### config.mk
export PLATFORM = sky130hd
export DESIGN_NAME = level_event_scheduler
export DESIGN_NICKNAME = d
export VERILOG_FILES = /design/src/rtl/level_event_scheduler.sv
export SDC_FILE = /design/constraint.sdc
export NUM_CORES = 1
export LEC_CHECK = 0
export ABC_AREA = 0
export BUFFER_PORTS_ARGS = -buffer_cell sky130_fd_sc_hd__buf_2
export CELL_PAD_IN_SITES_DETAIL_PLACEMENT = 0
export CELL_PAD_IN_SITES_GLOBAL_PLACEMENT = 1
export CORE_MARGIN = 2
export CORE_UTILIZATION = 40
export CTS_CLUSTER_SIZE = 10
export DETAILED_ROUTE_END_ITERATION = 12
export PLACE_DENSITY_LB_ADDON = 0.1
export SLEW_MARGIN = 30
export SYNTH_ARGS = -nofsm -noshare
export SYNTH_HDL_FRONTEND = slang
export SYNTH_SLANG_ARGS = --single-unit
### constraint.sdc
create_clock -name clock -period 2.85 [get_ports clock]
set_input_delay 0.1425 -clock clock [delete_from_list [all_inputs] [get_ports clock]]
set_output_delay 0.1425 -clock clock [all_outputs]
set_load 0.02 [all_outputs]
### src/rtl/level_event_scheduler.sv
// rtl/level_event_scheduler.sv - per-channel level-to-pulse FSMs feeding a round-robin valid/ready event port
module level_event_scheduler #(
  parameter int N_CH = 4,
  parameter int ID_W = 2
) (
  input  logic            clock,
  input  logic            reset_n,
  input  logic [N_CH-1:0] level,
  input  logic            evt_ready,
  input  logic [N_CH-1:0] clr_overflow,
  output logic            evt_valid,
  output logic [ID_W-1:0] evt_id,
  output logic [N_CH-1:0] pending,
  output logic [N_CH-1:0] overflow
);

  typedef enum logic [1:0] {CH_IDLE = 2'd0, CH_FIRE = 2'd1, CH_HELD = 2'd2} ch_state_e;
  typedef enum logic {OUT_IDLE = 1'b0, OUT_VALID = 1'b1} out_state_e;

  ch_state_e       ch_state_q [N_CH];
  ch_state_e       ch_state_d [N_CH];
  logic [N_CH-1:0] fire;

  out_state_e      out_state_q, out_state_d;
  logic [ID_W-1:0] evt_id_q, evt_id_d;
  logic [ID_W-1:0] rr_ptr_q, rr_ptr_d;
  logic [N_CH-1:0] pending_q, pending_d;
  logic [N_CH-1:0] overflow_q, overflow_d;

  logic            handshake;
  logic [N_CH-1:0] hs_clear;
  logic            grant_found;
  logic [ID_W-1:0] grant_id;

  // Channel FSM state registers
  always_ff @(posedge clock or negedge reset_n) begin
    if (!reset_n) begin
      for (int i = 0; i < N_CH; i++) ch_state_q[i] <= CH_IDLE;
    end else begin
      for (int i = 0; i < N_CH; i++) ch_state_q[i] <= ch_state_d[i];
    end
  end

  // Channel FSM next state: IDLE -> FIRE on level, FIRE lasts one cycle, HELD until level drops
  always_comb begin
    for (int i = 0; i < N_CH; i++) begin
      ch_state_d[i] = CH_IDLE;
      case (ch_state_q[i])
        CH_IDLE: ch_state_d[i] = level[i] ? CH_FIRE : CH_IDLE;
        CH_FIRE: ch_state_d[i] = level[i] ? CH_HELD : CH_IDLE;
        CH_HELD: ch_state_d[i] = level[i] ? CH_HELD : CH_IDLE;
        default: ch_state_d[i] = CH_IDLE;
      endcase
    end
  end

  // Channel FSM Moore output: one-cycle fire pulse per rising level
  always_comb begin
    fire = '0;
    for (int i = 0; i < N_CH; i++) fire[i] = (ch_state_q[i] == CH_FIRE);
  end

  // Round-robin search: first pending channel at or above rr_ptr, wrapping
  always_comb begin
    int unsigned     cand;
    logic [ID_W-1:0] cand_id;
    grant_found = 1'b0;
    grant_id    = '0;
    cand        = 0;
    cand_id     = '0;
    for (int i = 0; i < N_CH; i++) begin
      cand    = (int'(rr_ptr_q) + i) % N_CH;
      cand_id = ID_W'(cand);
      if (!grant_found && pending_q[cand_id]) begin
        grant_found = 1'b1;
        grant_id    = cand_id;
      end
    end
  end

  // Handshake decode: which pending bit the consumer retires this cycle
  always_comb begin
    handshake = (out_state_q == OUT_VALID) && evt_ready;
    hs_clear  = '0;
    for (int i = 0; i < N_CH; i++) hs_clear[i] = handshake && (evt_id_q == ID_W'(i));
  end

  // Arbiter FSM state register
  always_ff @(posedge clock or negedge reset_n) begin
    if (!reset_n) out_state_q <= OUT_IDLE;
    else          out_state_q <= out_state_d;
  end

  // Arbiter next state: present a winner, hold it until accepted, then one bubble
  always_comb begin
    out_state_d = out_state_q;
    case (out_state_q)
      OUT_IDLE:  if (grant_found) out_state_d = OUT_VALID;
      OUT_VALID: if (handshake)   out_state_d = OUT_IDLE;
      default:   out_state_d = OUT_IDLE;
    endcase
  end

  // Arbiter Moore outputs and status flags
  always_comb begin
    evt_valid = (out_state_q == OUT_VALID);
    evt_id    = evt_id_q;
    pending   = pending_q;
    overflow  = overflow_q;
  end

  // Datapath next values: depth-1 event queue, sticky loss flags, winner id and pointer
  always_comb begin
    pending_d  = (pending_q & ~hs_clear) | fire;
    overflow_d = (overflow_q & ~clr_overflow) | (fire & pending_q & ~hs_clear);
    evt_id_d   = evt_id_q;
    rr_ptr_d   = rr_ptr_q;
    if (out_state_q == OUT_IDLE && grant_found) evt_id_d = grant_id;
    if (handshake) rr_ptr_d = (evt_id_q == ID_W'(N_CH - 1)) ? '0 : evt_id_q + ID_W'(1);
  end

  // Datapath registers
  always_ff @(posedge clock or negedge reset_n) begin
    if (!reset_n) begin
      pending_q  <= '0;
      overflow_q <= '0;
      evt_id_q   <= '0;
      rr_ptr_q   <= '0;
    end else begin
      pending_q  <= pending_d;
      overflow_q <= overflow_d;
      evt_id_q   <= evt_id_d;
      rr_ptr_q   <= rr_ptr_d;
    end
  end

endmodule

-- Word level (Yosys, flattened, before mapping)
Index checks and enable logic that the tools add are counted.
W data, S select, Z words.
- flip-flop bits (word level): 21
- bits of input ports: 11
- output and inout port bits: 11
- word-level logic and storage cells: 90
- add/sub/neg operators: 4
- reduce and logical (&&, ||, !) cells: 21
- multiplexer cells: 32
- bitwise operators: 9
- eq/ne operators: 11
- order comparisons: 4
- operator list (operator ; count):
    $mux W2 ; 9
    $and A4 B4 Y4 ; 4
    $pmux W2 S2 ; 4
    $mux W1 ; 14
    $eq A2 B2 Y1 const B ; 6
    $lt A2 B3 Y1 const B ; 4
    $eq A2 B1 Y1 const B ; 5
    $logic_not A2 Y1 ; 5
    $logic_and A1 B1 Y1 ; 9
    $bmux W1 S2 ; 4
    $not A4 Y4 ; 2
    $or A4 B4 Y4 ; 2
    $reduce_or A2 Y1 ; 4
    $add A2 B1 Y2 const B ; 2
    $add A2 B2 Y2 const B ; 2
    $logic_not A1 Y1 ; 3
    $pmux W1 S2 ; 1
    $not A1 Y1 ; 1

-- Longest topological paths before layout
- depth after elaboration: 14
- gate-level depth with buffers: 5

-- Least setup slack after synthesis
OpenSTA, ideal clock, no wires.
- path kind: register -> register
- from: register pending_q[1], in the netlist pending[1]
- to: register evt_id_q[0], in the netlist evt_id[0]
- path slack: 1543 ps
- cell stages (with the launch flop): 4
- period minus slack after synthesis: 1307 ps
- required time: 2758 ps
- data arrival time: 1215 ps
- library setup time: 92 ps
- cell sequence: dfrtp_1 nor4_1 o21ai_0 o31ai_2
- longest elaborated chain between the ends: 13
- elaborated cells between the ends (all ways): 23
- classes of those cells: mux: 16; reduce/logical: 7
- ends and longest elaborated chain (item ; line ; source):
    from (decl) ; 27 ; logic [N_CH-1:0] pending_q, pending_d;
    from (signal assigned) ; 130 ; pending_q <= pending_d;
    $bmux W1 S2 ; 74 ; if (!grant_found && pending_q[cand_id]) begin
    $mux W1 (not written as such) ; 74 ;
    $mux W1 ; 74 ;
    $logic_not A1 Y1 ; 74 ;
    $logic_and A1 B1 Y1 ; 74 ;
    $mux W1 ; 74 ;
    $logic_not A1 Y1 ; 74 ;
    $logic_and A1 B1 Y1 ; 74 ;
    $mux W1 ; 74 ;
    $logic_not A1 Y1 ; 74 ;
    $logic_and A1 B1 Y1 ; 74 ;
    $mux W1 ; 74 ;
    $logic_and A1 B1 Y1 ; 118 ; if (out_state_q == OUT_IDLE && grant_found) evt_id_d = grant_id;
    to (signal assigned) ; 132 ; evt_id_q <= evt_id_d;
    to (decl) ; 25 ; logic [ID_W-1:0] evt_id_q, evt_id_d;
Several ways; a longest one is shown, not always the timed one. The select of a mux whose other input is x is not followed.
A chain may end at the register's enable or synchronous reset.

-- Final worst setup path
Same ends and word-level chain as after synthesis.

==> results.md <==
- DR pass1 iterations: 4
- GR Overflow Total: 0
- CP max FO: 7
- Vias in the first global route: 747
- Worst VDD drop: approximately 0.45 mV
- # DRC: 0
- Met1 GRT Util: 17.5%
- Met2 GRT Util: 20.7%
- Final slew viol count: 0
- Tmin final: 1.40 ns
- Core area: 0.00252 mm²
- Final worst setup slack: 1.45 ns
- Peak Freq: 0.714 GHz
- Post-Syn Instances: 102
- Worst reg2reg path depth: 3
- Max clock buf depth: 2
- Wire per inst: ~11 µm
- Worst rel slew slack: 58.8%
- Sequential power share: 47.0%
- Outcome: finished, final reports clean
- Max-Cap Viols: 0
- Worst hold path depth: 3
- CTS Sinks: 21
- Crit path DAT: 1.62 ns
- Clk pwr share: between 10% and 20%
- Final core occ: 51.3%
- CTS tree: yes
- Num rows: 18
- Final WL: 1790 µm
- Share of post-route cells with drive strength above 1: 22.1%
- Total Power: 0.00114 W
- HPWL Detailed: 1340 µm
- Register area share after synthesis: 48.4%
- I/O Buffers: 21
- Setup TNS: 0 ns
- Worst-margin pin slew: approximately 0.61 ns
- Final count of negative-setup-slack endpoints: 0
- Vias: ~760
- Post-synth cell types: 24
- Hold Vio Cnt, Final: 0
- Synth-to-layout area growth: 19.2%
- RSZ-0062 raised after global routing: false
- Die area: about 0.0031 mm²
- Int Pwr: 0.000667 W
- GPL Wtd Cong: 0.711
- PwrDens: between 800 and 900 mW/mm²
- Routed Antenna Nets: 0
- Psw: 0.000471 W
- Net Sw Frac: 41.4%
- Combinational power share: about two fifths
- Synth area leaders: dfrtp_1 (48%), ha_1 (18%), inv_1 (5.9%)
- Effective utilization at floorplan: 43.1%
- Most Crowded Layer GR: met2
- First-pass GRT wire length: 3330 µm
- DR iter-0 viols: 18
- Final cycle utilization of the critical path: 49.1%
- Synth Warn #: 0
- H-tree lvl count: 1
- Yosys reg bits: 21
- Syn_area_per_cell: 10.6 µm²
- Synth Net Count: about 130
- IO Count: 22
- Crit end category: register
- Worst slack at placement: about 1.5 ns
- Die height: roughly 56 µm
- Worst-path clk slew: 0.12 ns
- Leak pwr: 0.681 nW
- Largest net degree at the start of global routing: 22
- CP Data Required Time: 3.07 ns
- Post-DR vias/cell: 4.70
- Crit start category: register
- Met3 Use GR: 5.35%
- Antenna fix cells: 0
- Area leader, netlist: dfrtp_1
- Die width: 56.1 µm
- Root buffer cell: clkbuf_4
- Antenna violations before repair: 0
- Clk_lat worst skew: 0.30 ns
- Fillers: 257
- Crit Path Class: reg -> reg
- Post-synth top area share: between 40% and 50%
- Min-delay worst type: in -> reg
- Number of buffers created by CTS: 3
- GRT Overall Usage: roughly 13%
- Synth Cell Area: 0.00109 mm²
- Nets@finish: 159
- Clock Skew: 0.00175 ns
## cell usage after synthesis
cell type	count
inv_1	17
and2b_2	1
nand3_1	5
a21o_1	1
nand2_1	12
a221o_1	1
o21a_1	1
o41ai_1	1
and3b_2	1
and2_1	4
nor2_1	4
nor4_1	1
o31ai_2	1
o22ai_1	3
a21oi_1	1
and3b_1	1
buf_6	1
nor3b_1	1
mux2i_1	3
mux2_2	1
o31ai_1	1
ha_1	16
o21ai_0	3
dfrtp_1	21
## critical path: stages (launching register included)
cell and delay (ns):
dfrtp_1 0.46, nor4_1 0.58, o21ai_0 0.20, o31ai_2 0.09
## per-stage QoR
step	std cells	hold WS [ns]	instance area, µm²
after floorplan	102	-0.153	1090
after global routing	161	0.0294	1290
after global placement	152	0.134	1220
after CTS	160	0.00364	1280
final	161	0.0498	1290
after detailed placement	152	0.137	1220
## power groups by stage
stage               clock (W)  sequential, W  combinational (W)
finish               0.000142       0.000535           0.000461
global route         0.000165       0.000560           0.000539
CTS                  0.000153       0.000537           0.000471
detailed placement          0       0.000544           0.000464
global placement            0       0.000534           0.000463
floorplan                   0       0.000598           0.000252
## kinds of logic (layout without fill, tap and decap cells)
logic type	Yosys count	count (layout)	synth area share (%)
adder cells (fa/ha/maj)	16	16	18.4
AO/OA/AOI/OAI	13	13	8.53
multiplexers	4	4	3.80
flip-flops	21	21	48.4
buffers and inverters	18	47	6.91
AND/OR/NAND/NOR	30	30	13.9
## layer usage
layer	vias to the layer above	wire length (µm)
met2	16	829
li1	390	-
met1	348	835
met4	0	21
met5	-	0
met3	2	99
## layout make-up
type,instances,area [µm²],area share (%)
flip-flops and latches,21,526,40.6
multi-input cells,63,485,37.5
repair buffers,26,155,12.0
inverters,17,63.8,4.93
well taps,30,37.5,2.90
clock buffers,3,22.5,1.74
clock inverters,1,5.00,0.386
## registers in the layout, summed over array words and instances (netlist names)
register	flops
pending	4
ch_state_q	8
evt_valid	1
overflow	4
rr_ptr_q	2
evt_id	2
## timing repair
item,CTS,global route
resized for setup,0,0
hold buffers,4,1
hold endpoints to repair,24,1
buffers inserted,0,0
## worst paths after layout
kind | start | end | slack, ns
max reg2reg | pending[1]$_DFF_PN0_ | evt_id[0]$_DFFE_PN0P_ | 1.45
min | level[1] | ch_state_q[4]$_DFF_PN0_ | 0.05
min in group asynchronous | reset_n | ch_state_q[2]$_DFF_PN0_ | 0.31
max | pending[1]$_DFF_PN0_ | evt_id[0]$_DFFE_PN0P_ | 1.45
max in group asynchronous | reset_n | ch_state_q[1]$_DFF_PN0_ | 2.22
min reg2reg | overflow[3]$_DFF_PN0_ | overflow[3]$_DFF_PN0_ | 0.54
## cells in the final DEF (no fill, tap or decap), types with 3 or more instances in the layout
cell,instances
ha_1,16
buf_2,21
and2_1,4
clkbuf_4,3
nand2_1,12
nor2_1,4
dlygate4sd3_1,5
inv_1,17
o21ai_0,3
o22ai_1,3
mux2i_1,3
dfrtp_1,21
nand3_1,5
(Power assumes the default switching activity.)
